`src/rtl/round_timer_if.sv`:
```
// Round timer bus: game controls in, phase status out.
// Clock and reset stay as plain ports on the timer.
interface round_timer_if #(
  parameter int CNT_W = 4,
  parameter int RND_W = 4
);
  logic             gameState;
  logic [CNT_W-1:0] roundTime;
  logic [CNT_W-1:0] restTime;
  logic [RND_W-1:0] numRounds;
  logic             cout;
  logic [CNT_W-1:0] sum;
  logic             tick;
  logic             phaseEnd;
  logic [RND_W-1:0] roundIdx;
  logic             gameDone;

  modport master (
    output gameState, roundTime, restTime, numRounds,
    input  cout, sum, tick, phaseEnd, roundIdx, gameDone
  );

  modport slave (
    input  gameState, roundTime, restTime, numRounds,
    output cout, sum, tick, phaseEnd, roundIdx, gameDone
  );
endinterface

```
`src/rtl/round_timer.sv`:
```
// Round timer: ACTIVE/REST phases counted in prescaled time units.
// Every output comes straight from a register.
module round_timer #(
  parameter int CNT_W    = 4,
  parameter int RND_W    = 4,
  parameter int PRESCALE = 4
) (
  input  logic         clk,
  input  logic         INIT,
  round_timer_if.slave bus
);
  typedef enum logic [1:0] {IDLE, ACTIVE, REST, DONE} state_t;

  localparam int PW = (PRESCALE > 1) ? $clog2(PRESCALE) : 1;
  localparam logic [PW-1:0] PMAX = PW'(PRESCALE - 1);
  localparam logic [CNT_W-1:0] ONE = CNT_W'(1);

  state_t           state_q, state_d;
  logic [PW-1:0]    presc_q, presc_d;
  logic [CNT_W-1:0] sum_q, sum_d;
  logic [RND_W-1:0] rnd_q, rnd_d;
  logic             cout_q, cout_d;
  logic             tick_q, tick_d;
  logic             pe_q, pe_d;
  logic             done_q, done_d;

  logic [CNT_W-1:0] len_round;
  logic [CNT_W-1:0] len_rest;
  logic [RND_W-1:0] rnd_inc;

  // A zero length is stretched to one unit
  assign len_round = (bus.roundTime == '0) ? ONE : bus.roundTime;
  assign len_rest  = (bus.restTime == '0) ? ONE : bus.restTime;
  assign rnd_inc   = rnd_q + 1'b1;

  // Next-state and next-output logic
  always_comb begin
    state_d = state_q;
    presc_d = presc_q;
    sum_d   = sum_q;
    rnd_d   = rnd_q;
    cout_d  = cout_q;
    done_d  = done_q;
    tick_d  = 1'b0;
    pe_d    = 1'b0;
    unique case (state_q)
      IDLE: begin
        if (bus.gameState) begin
          state_d = ACTIVE;
          sum_d   = len_round;
          presc_d = '0;
          cout_d  = 1'b1;
          pe_d    = 1'b1;
        end
      end
      ACTIVE, REST: begin
        if (bus.gameState) begin
          if (presc_q == PMAX) begin
            presc_d = '0;
            tick_d  = 1'b1;
            if (sum_q == ONE) begin
              pe_d = 1'b1;
              if (state_q == ACTIVE) begin
                rnd_d = rnd_inc;
                if (bus.numRounds != '0 &&
                    rnd_inc == bus.numRounds) begin
                  state_d = DONE;
                  sum_d   = '0;
                  cout_d  = 1'b0;
                  done_d  = 1'b1;
                end else if (bus.restTime == '0) begin
                  state_d = ACTIVE;
                  sum_d   = len_round;
                  cout_d  = 1'b1;
                end else begin
                  state_d = REST;
                  sum_d   = len_rest;
                  cout_d  = 1'b0;
                end
              end else begin
                state_d = ACTIVE;
                sum_d   = len_round;
                cout_d  = 1'b1;
              end
            end else begin
              sum_d = sum_q - ONE;
            end
          end else begin
            presc_d = presc_q + 1'b1;
          end
        end
      end
      DONE: begin
        if (!bus.gameState) begin
          state_d = IDLE;
          rnd_d   = '0;
          done_d  = 1'b0;
        end
      end
      default: state_d = IDLE;
    endcase
  end

  // State and output registers, cleared by INIT
  always_ff @(posedge clk or posedge INIT) begin
    if (INIT) begin
      state_q <= IDLE;
      presc_q <= '0;
      sum_q   <= '0;
      rnd_q   <= '0;
      cout_q  <= 1'b0;
      tick_q  <= 1'b0;
      pe_q    <= 1'b0;
      done_q  <= 1'b0;
    end else begin
      state_q <= state_d;
      presc_q <= presc_d;
      sum_q   <= sum_d;
      rnd_q   <= rnd_d;
      cout_q  <= cout_d;
      tick_q  <= tick_d;
      pe_q    <= pe_d;
      done_q  <= done_d;
    end
  end

  assign bus.cout     = cout_q;
  assign bus.sum      = sum_q;
  assign bus.tick     = tick_q;
  assign bus.phaseEnd = pe_q;
  assign bus.roundIdx = rnd_q;
  assign bus.gameDone = done_q;
endmodule

```
`src/flat_wrapper.sv`:
```
// flat-port wrapper written by rule: the top's interface ports become plain ports
module round_timer_flat 
#(
  parameter int CNT_W    = 4,
  parameter int RND_W    = 4,
  parameter int PRESCALE = 4
)
  (clk, INIT, bus_gameState, bus_roundTime, bus_restTime, bus_numRounds, bus_cout, bus_sum, bus_tick, bus_phaseEnd, bus_roundIdx, bus_gameDone);
  round_timer_if #(.CNT_W(CNT_W), .RND_W(RND_W)) bus_i ();
  input  logic clk;
  input  logic INIT;
  input wire logic [$bits(bus_i.gameState)-1:0] bus_gameState;
  input wire logic [$bits(bus_i.roundTime)-1:0] bus_roundTime;
  input wire logic [$bits(bus_i.restTime)-1:0] bus_restTime;
  input wire logic [$bits(bus_i.numRounds)-1:0] bus_numRounds;
  output wire logic [$bits(bus_i.cout)-1:0] bus_cout;
  output wire logic [$bits(bus_i.sum)-1:0] bus_sum;
  output wire logic [$bits(bus_i.tick)-1:0] bus_tick;
  output wire logic [$bits(bus_i.phaseEnd)-1:0] bus_phaseEnd;
  output wire logic [$bits(bus_i.roundIdx)-1:0] bus_roundIdx;
  output wire logic [$bits(bus_i.gameDone)-1:0] bus_gameDone;
  assign bus_i.gameState = bus_gameState;
  assign bus_i.roundTime = bus_roundTime;
  assign bus_i.restTime = bus_restTime;
  assign bus_i.numRounds = bus_numRounds;
  assign bus_cout = bus_i.cout;
  assign bus_sum = bus_i.sum;
  assign bus_tick = bus_i.tick;
  assign bus_phaseEnd = bus_i.phaseEnd;
  assign bus_roundIdx = bus_i.roundIdx;
  assign bus_gameDone = bus_i.gameDone;
  round_timer #(.CNT_W(CNT_W), .RND_W(RND_W), .PRESCALE(PRESCALE)) u_core (.clk(clk), .INIT(INIT), .bus(bus_i));
endmodule
```
`config.mk`:
```
export PLATFORM = sky130hd
export DESIGN_NAME = round_timer_flat
export DESIGN_NICKNAME = d
export VERILOG_FILES = /design/src/rtl/round_timer_if.sv /design/src/rtl/round_timer.sv /design/src/flat_wrapper.sv
export SDC_FILE = /design/constraint.sdc
export NUM_CORES = 1
export LEC_CHECK = 0
export ABC_AREA = 1
export CORE_MARGIN = 3
export CORE_UTILIZATION = 35
export DETAILED_ROUTE_END_ITERATION = 8
export MAX_ROUTING_LAYER = met4
export SYNTH_ARGS = -nofsm -noshare
export SYNTH_HDL_FRONTEND = slang
export SYNTH_SLANG_ARGS = --single-unit
```
`constraint.sdc`:
```
create_clock -name clk -period 2.9 [get_ports clk]
set_input_delay 0.725 -clock clk [delete_from_list [all_inputs] [get_ports clk]]
set_output_delay 0.725 -clock clk [all_outputs]
set_load 0.05 [all_outputs]
```
---- Yosys cells after proc, flatten, opt, wreduce, memory -nomap -nowiden ----
Cells that the tools add are included.
operators by class
  bitwise operators ....................... 0
  equality and inequality tests ........... 13
  order comparisons ....................... 0
  multipliers ............................. 0
  add/sub/neg operators ................... 3
  divide/modulo/power cells ............... 0
  reduce and logical (&&, ||, !) cells .... 14
  mux-type cells .......................... 51
  shift-type cells ........................ 0
operator list
  kind                   number
  $mux W4                13
  $mux W2                11
  $mux W1                20
  $pmux W4 S2            2
  $reduce_and A5 Y1      2
  $logic_not A4 Y1       2
  $ne A2 B1 Y1 const B   4
  $reduce_and A7 Y1      1
  $eq A2 B2 Y1 const B   3
  $ne A2 B2 Y1 const B   3
  $pmux W1 S2            3
  $pmux W2 S3            1
  $reduce_and A6 Y1      1
  $add A4 B1 Y4 const B  1
  $eq A4 B1 Y1 const B   1
  $eq A4 B4 Y1           1
  $pmux W2 S2            1
  $reduce_and A4 Y1      1
  $reduce_bool A2 Y1     2
  $reduce_bool A4 Y1     1
  $sub A4 B1 Y4 const B  1
  $reduce_and A3 Y1      1
  $add A2 B1 Y2 const B  1
  $eq A2 B1 Y1 const B   1
  other kinds (3)        3
storage, ports and cells
  latch bits .............................. 0
  logic and storage cells ................. 89
  bits in read-only memories .............. 0
  RAM bits ................................ 0
  output and inout port bits .............. 12
  flip-flop bits (word level) ............. 16
  input port bits ......................... 15
  memories kept ........................... 0

---- Longest topological paths before layout ----
Gate-level depths: netlist of the first run.
  word-level depth ........................ 9
  mapped depth ............................ 13
  depth with buffers taken out ............ 13

---- Worst setup path after synthesis of the first run ----
OpenSTA, ideal clock, no wires.
  kind .................................... register -> register
  start ................................... register u_core.rnd_q[0], in the netlist u_core.bus.roundIdx[0]
  end ..................................... register u_core.sum_q[3], in the netlist u_core.bus.sum[3]
  path slack .............................. 0.968 ns
  buffers on the path ..................... 0
  setup time .............................. 0.118 ns
  arrival time ............................ 1.814 ns
  stages on the path, launching flop included .. 12
  data required time ...................... 2.782 ns
  clock period less this slack ............ 1.932 ns
  cells stage by stage .................... dfrtp_1 > ha_1 > xnor2_2 > nand2_1 > nor2_2 > nand3_2 > nand3_1 > nand2_1 > nand2_1 > nand2_1 > nand2_1 > nand2_1
between the ends
  word-level cells in the longest chain between the ends .. 9
RTL lines
  element                 line                source
  start, declared         round_timer.sv:21   logic [RND_W-1:0] rnd_q, rnd_d;
  start signal, assigned  round_timer.sv:119  rnd_q <= rnd_d;
  $add A4 B1 Y4           round_timer.sv:34   assign rnd_inc = rnd_q + 1'b1;
  $eq A4 B4 Y1            round_timer.sv:66   rnd_inc == bus.numRounds) begin
  $logic_and A1 B1 Y1     round_timer.sv:65   if (bus.numRounds != '0 &&
  $mux W4                 round_timer.sv:65
  $mux W4                 round_timer.sv:63   if (state_q == ACTIVE) begin
  $mux W4                 round_timer.sv:61   if (sum_q == ONE) begin
  $mux W4                 round_timer.sv:58   if (presc_q == PMAX) begin
  $mux W4                 round_timer.sv:57   if (bus.gameState) begin
  $pmux W4 S2             round_timer.sv:46   unique case (state_q)
  end signal, assigned    round_timer.sv:118  sum_q <= sum_d;
  end, declared           round_timer.sv:20   logic [CNT_W-1:0] sum_q, sum_d;
Every way passes these cells. The select of a mux whose other input is x is not followed.
A chain may end at the register's enable or synchronous reset.

---- Worst setup path in the final report of the first run ----
  start ................................... register u_core.sum_q[2], in the netlist u_core.bus.sum[2]
  end ..................................... output bus_sum[2]
RTL lines
  element        line                source
  end, declared  flat_wrapper.sv:17  output wire logic [$bits(bus_i.sum)-1:0] bus_sum;
No word-level cell between the ends.

==> impl_metrics.toml, run 1 <==
[global_routing]
grt_max_degree = 17
antenna_found_initial = 0
grt_usage = 0.144
grt_pass1_wl_um = 4850
grt_pass1_vias = 1129
overflow = 0

[sta]
setup_viol = 0
final.setup.tns_ns = 0
hold_violations = 0
relSlewSlack = 0.562
timing.fmax_mhz = 427
period_share = 0.808
tightestPinTransition_ns = 0.657
rsz0062_at_grt = "false"
fin_skew_ns = 0.0159
post-route-min-period_ns = 2.34
slew_viol_final = 0
setup_ws_ns = 0.557

[critical_path]
cp-start-kind = "flip-flop"
rr_endpoint = "u_core.bus.roundIdx[3]"
crit_arrival_ns = 1.62
r2r_slack_ns = 1.00
worstSetupPathType = "flip-flop to output port"
crit_required_ns = 2.17
path_max_fanout = 6
crit_family = "buffers and inverters"
crit-reg2reg-launch = "u_core.state_q[0]"
slowest_delay_ns = 0.85
cp_slowest_cell = "clkdlybuf4s50_1"
crit_path_cell_trace = "clkdlybuf4s50_1"
crit_buf_inv = 1
r2r_cells = 9
worstSetupEndpointType = "output port"

[clocking]
cts_buffers = 3
ctsRootBufferMaster = "clkbuf_4"
holdBufCountCts = 0
cts_setup_buffers = 0
cts_sinks = 16
cts.htree.levels = 1
cts.repair.resized = 0
cts_tree = "built"
cts_max_path_buffers = 2
clk_pin_slew_worst_paths_ns = 0.11
clk_latency_ns = 0.30

[placement]
hpwlAfterDp_um = 2220
place.gp.congestion = 0.866
port_buffers = 26
pre_cts_ws_ns = 0.679

[logic_synthesis]
ys_warn_count = 0
synth_cells = 179
synth_seq_cells = 16
synth_area_um2 = 1220
synthArstFlopShare = 1.00
synth-edff-count = 0
synth_ff_type = "dfrtp_1"
yosysSeqAreaShare = 0.328
syn-num-nets = 202
avgSynthCellArea_um2 = 6.82
ys_types = 28

[floorplanning]
initial_core_util = 0.384
die-area_um2 = 4230
rows = 20
chipHeight_um = 65.0
core_area_um2 = 3180
die_x_um = 65.0
pin_count = 27

[power_and_ir_drop]
internal_power_uw = 836
vdd_drop_max_uv = 564
comb_power_share = 0.686
power_density_nw_per_um2 = 1170
netSwitchingFraction = 0.541
switchingPower_uw = 985
power.total_uw = 1820
clockPowerShare = 0.085
p_leak_uw = 0.000784
seqPwrFrac = 0.230

[detailed_routing]
via_count = 1216
vias_per_cell = 4.84
remaining_drc_errors = 0
initialDrtViolationCount = 60
ant_nets = 0
wire_per_inst_um = 11.0
wl_um = 2770
first_pass_iters = 4

[outcome]
outcome = "completed"

[hold_path]
min_path_cells = 1
min-delay-start = "u_core.presc_q[0]"
min_to = "u_core.presc_q[0]"
hold_class = "flip-flop to flip-flop"

[cells_and_area]
nNetsFinal = 231
final_cell_mix = "nand2_1 (47), inv_1 (27), clkdlybuf4s50_1 (26)"
synthToLayoutAreaGrowth_pct = 27.8
num_antenna_cells = 0
post_route_cells_drive_above_1_share = 0.0821
final_common_cell = "nand2_1"

[job]
max-cap-violations = 0
## layer usage
layer	wire length, um	up-vias	GRT usage	part of all wire
li1	-	629	-	-
met1	1290	561	0.185	0.46
met2	1350	24	0.238	0.49
met3	123	2	0.0312	0.044
met4	8	0	0.0207	0.0029
met5	0	-	-	0
## sequential cells by signal, summed over array words and instances (netlist names)
signal / flops
u_core.bus.sum: 4
u_core.bus.roundIdx: 4
u_core.bus.phaseEnd: 1
u_core.presc_q: 2
u_core.bus.tick: 1
u_core.state_q: 2
u_core.bus.gameDone: 1
u_core.bus.cout: 1
## Yosys cell counts, drive strengths merged (4+ instances only)
master,count,area (um^2)
nand3,13,82.6
a21oi,13,65.1
ha,8,100
o21ai,9,45.0
nand2,48,183
inv,33,124
dfrtp,16,400
o22ai,4,31.3
nor2,19,73.8
## logic make-up (layout without fill, tap and decap cells)
kind of cell | count (synthesis) | count (layout) | synth area share
xor+xnor | 1 | 1 | 0.0133
compound gates | 32 | 32 | 0.155
flops | 16 | 16 | 0.328
buf+inv | 36 | 64 | 0.115
fa+ha+maj | 8 | 8 | 0.0821
simple gates | 86 | 86 | 0.307
## area by class of cell
type,instances,area (um^2)
tap,44,55.1
sequential,16,400
fill,332,1620
timing repair buffer,26,260
clock buffer,4,36.3
multi-input combinational,127,679
inverter,34,128
## how the worst max path moves through the flow
stage	start	end	slack, ns	cells after the start
after global placement	bus_numRounds[0]	u_core.bus.sum[3]	0.73	12
after floorplan	u_core.bus.roundIdx[0]	u_core.bus.sum[3]	0.97	11
after global routing	u_core.bus.roundIdx[0]	bus_roundIdx[0]	0.47	1
after CTS	u_core.bus.roundIdx[0]	bus_roundIdx[0]	0.54	1
final	u_core.bus.sum[2]	bus_sum[2]	0.56	1
after detailed placement	bus_numRounds[0]	u_core.bus.sum[3]	0.68	13
## stage by stage
step                      hold slack [ns]  instances  area, um^2   util
after floorplan                     0.457        179        1220      -
after global placement              0.472        247        1520  0.479
after detailed placement            0.501        247        1520  0.479
after CTS                           0.526        251        1560  0.491
after global routing                0.545        251        1560  0.491
final                               0.527        251        1560  0.491
## power groups by stage
stage          Combinational (uW)  Clock [uW]  Sequential, uW
6_report                     1250         154             418
3_5_place_dp                 1250           0             423
4_1_cts                      1260         155             418
5_1_grt                      1400         165             437
2_1_floorplan                 735           0             632
3_3_place_gp                 1240           0             418
Power figures use the tool's default switching activity.
==> inputs of run 2 (changes only) <==
clock period = 2.3 ns   (was 2.9 ns; I/O delays follow)
==> results of run 2 <==
Same layout as run 1 (identical final DEF). Status: completed.
Main changes from that run: setup slack after placement 0.679 ns -> 0.229 ns; setup slack after layout 0.557 ns -> 0.107 ns; register-to-register setup slack 1.00 ns -> 0.40 ns; total power 1820 uW -> 2300 uW; worst IR drop on VDD 564 uV -> 711 uV
==> inputs of run 3 (changes only) <==
GPL_TIMING_DRIVEN = 0   (was unset)
==> impl_metrics.toml, run 3 (synthesized netlist as in run 1, its figures left out) <==
[critical_path]
rr_endpoint = "u_core.bus.sum[3]"
r2r_cells = 11
cp-start-kind = "flip-flop"
cp_slowest_cell = "clkdlybuf4s50_1"
crit_family = "buffers and inverters"
crit-reg2reg-launch = "u_core.bus.roundIdx[0]"
crit_arrival_ns = 1.64
crit_buf_inv = 1
path_depth = 1
crit_required_ns = 1.73
slowest_delay_ns = 0.86
worstSetupEndpointType = "output port"
crit_path_cell_trace = "clkdlybuf4s50_1"
path_max_fanout = 8
cp-startpoint = "u_core.bus.roundIdx[0]"
cp-endpoint = "bus_roundIdx[0]"
r2r_slack_ns = 0.47
worstSetupPathType = "flip-flop to output port"

[clocking]
holdBufCountCts = 0
cts_tree = "built"
cts.repair.resized = 0
ctsRootBufferMaster = "clkbuf_4"
cts_setup_buffers = 0
cts_buffers = 3
clk_latency_ns = 0.29
clk_pin_slew_worst_paths_ns = 0.10
cts_max_path_buffers = 2
cts.htree.levels = 1
cts_sinks = 16

[cells_and_area]
multiInputGateArea_um2 = 679
fin_util = 0.490
regArea_um2 = 400
n_fill_cell = 350
final_cell_mix = "nand2_1 (47), inv_1 (27), clkdlybuf4s50_1 (26)"
num_antenna_cells = 0
synthToLayoutAreaGrowth_pct = 27.7
post_route_cells_drive_above_1_share = 0.0865
final_common_cell = "nand2_1"
nNetsFinal = 233

[power_and_ir_drop]
internal_power_uw = 1040
vdd_drop_max_uv = 658
switchingPower_uw = 1250
netSwitchingFraction = 0.546
seqPwrFrac = 0.232
clockPowerShare = 0.067
comb_power_share = 0.700
power.total_uw = 2290
p_leak_uw = 0.000786
power_density_nw_per_um2 = 1470

[sta]
timing.fmax_mhz = 451
fin_skew_ns = 0.00397
rsz0062_at_grt = "false"
relSlewSlack = 0.572
hold_violations = 0
final.setup.tns_ns = 0
post-route-min-period_ns = 2.22
slew_viol_final = 0
period_share = 0.964
tightestPinTransition_ns = 0.642
setup_viol = 0

[global_routing]
grt_pass1_wl_um = 4970
grt_max_degree = 17
antenna_found_initial = 0
overflow = 0
grt_pass1_vias = 1138
grt_usage = 0.152

[floorplanning]
pin_count = 27
die-area_um2 = 4230
initial_core_util = 0.384
chipHeight_um = 65.0
die_x_um = 65.0
rows = 20
core_area_um2 = 3180

[placement]
hpwlAfterDp_um = 2310
port_buffers = 26
place.gp.congestion = 0.862

[detailed_routing]
first_pass_iters = 4
vias_per_cell = 4.84
remaining_drc_errors = 0
wl_um = 2850
wire_per_inst_um = 11.3
via_count = 1220
initialDrtViolationCount = 37
ant_nets = 0

[outcome]
outcome = "completed"

[job]
max-cap-violations = 0

[hold_path]
hold_class = "flip-flop to flip-flop"
[run 3: cell types whose count changed in the layout (fill, tap and decap cells not counted)]
cell | before | now
buf_4 | 0 | 1
clkbuf_8 | 1 | 0
buf_2 | 0 | 1
[run 3: stage by stage]
stage,setup WS (ns),hold WS (ns),area [um^2],cells
2_1_floorplan,0.368,0.457,1220,179
3_3_place_gp,0.257,0.473,1540,249
3_5_place_dp,0.221,0.501,1540,249
4_1_cts,0.0749,0.525,1560,252
5_1_grt,0.0196,0.540,1560,252
6_report,0.0826,0.529,1560,252
[run 3: how the worst min path moves through the flow]
stage	slack, ns	from	cells after the start	end
global placement	0.47	u_core.presc_q[1]	2	u_core.presc_q[1]
floorplan	0.46	u_core.presc_q[1]	2	u_core.presc_q[1]
finish	0.53	u_core.presc_q[0]	1	u_core.presc_q[0]
CTS	0.52	u_core.presc_q[0]	1	u_core.presc_q[0]
global route	0.54	u_core.presc_q[0]	1	u_core.presc_q[0]
detailed placement	0.50	u_core.presc_q[0]	1	u_core.presc_q[0]
[run 3: power groups by stage]
stage	combinational, uW	clock [uW]	sequential [uW]
after floorplan	927	0	797
after global placement	1580	0	527
after detailed placement	1610	0	537
after CTS	1620	157	533
after global routing	1780	172	553
final	1600	154	531
[run 3: final cells by class]
cell class | count | area share
multi-input combinational | 127 | 0.436
inverter | 34 | 0.0819
buffer | 2 | 0.00803
clock buffer | 3 | 0.0145
timing repair buffer | 26 | 0.167
sequential | 16 | 0.257
tap | 44 | 0.0353
[run 3: metal layers]
metal	up-vias	track usage	routed length, um	share of wire
met2	25	0.245	1390	0.49
met4	0	0.0466	28	0.0098
met1	554	0.190	1320	0.46
met3	6	0.0347	114	0.040
li1	635	-	-	-
met5	-	-	0	0
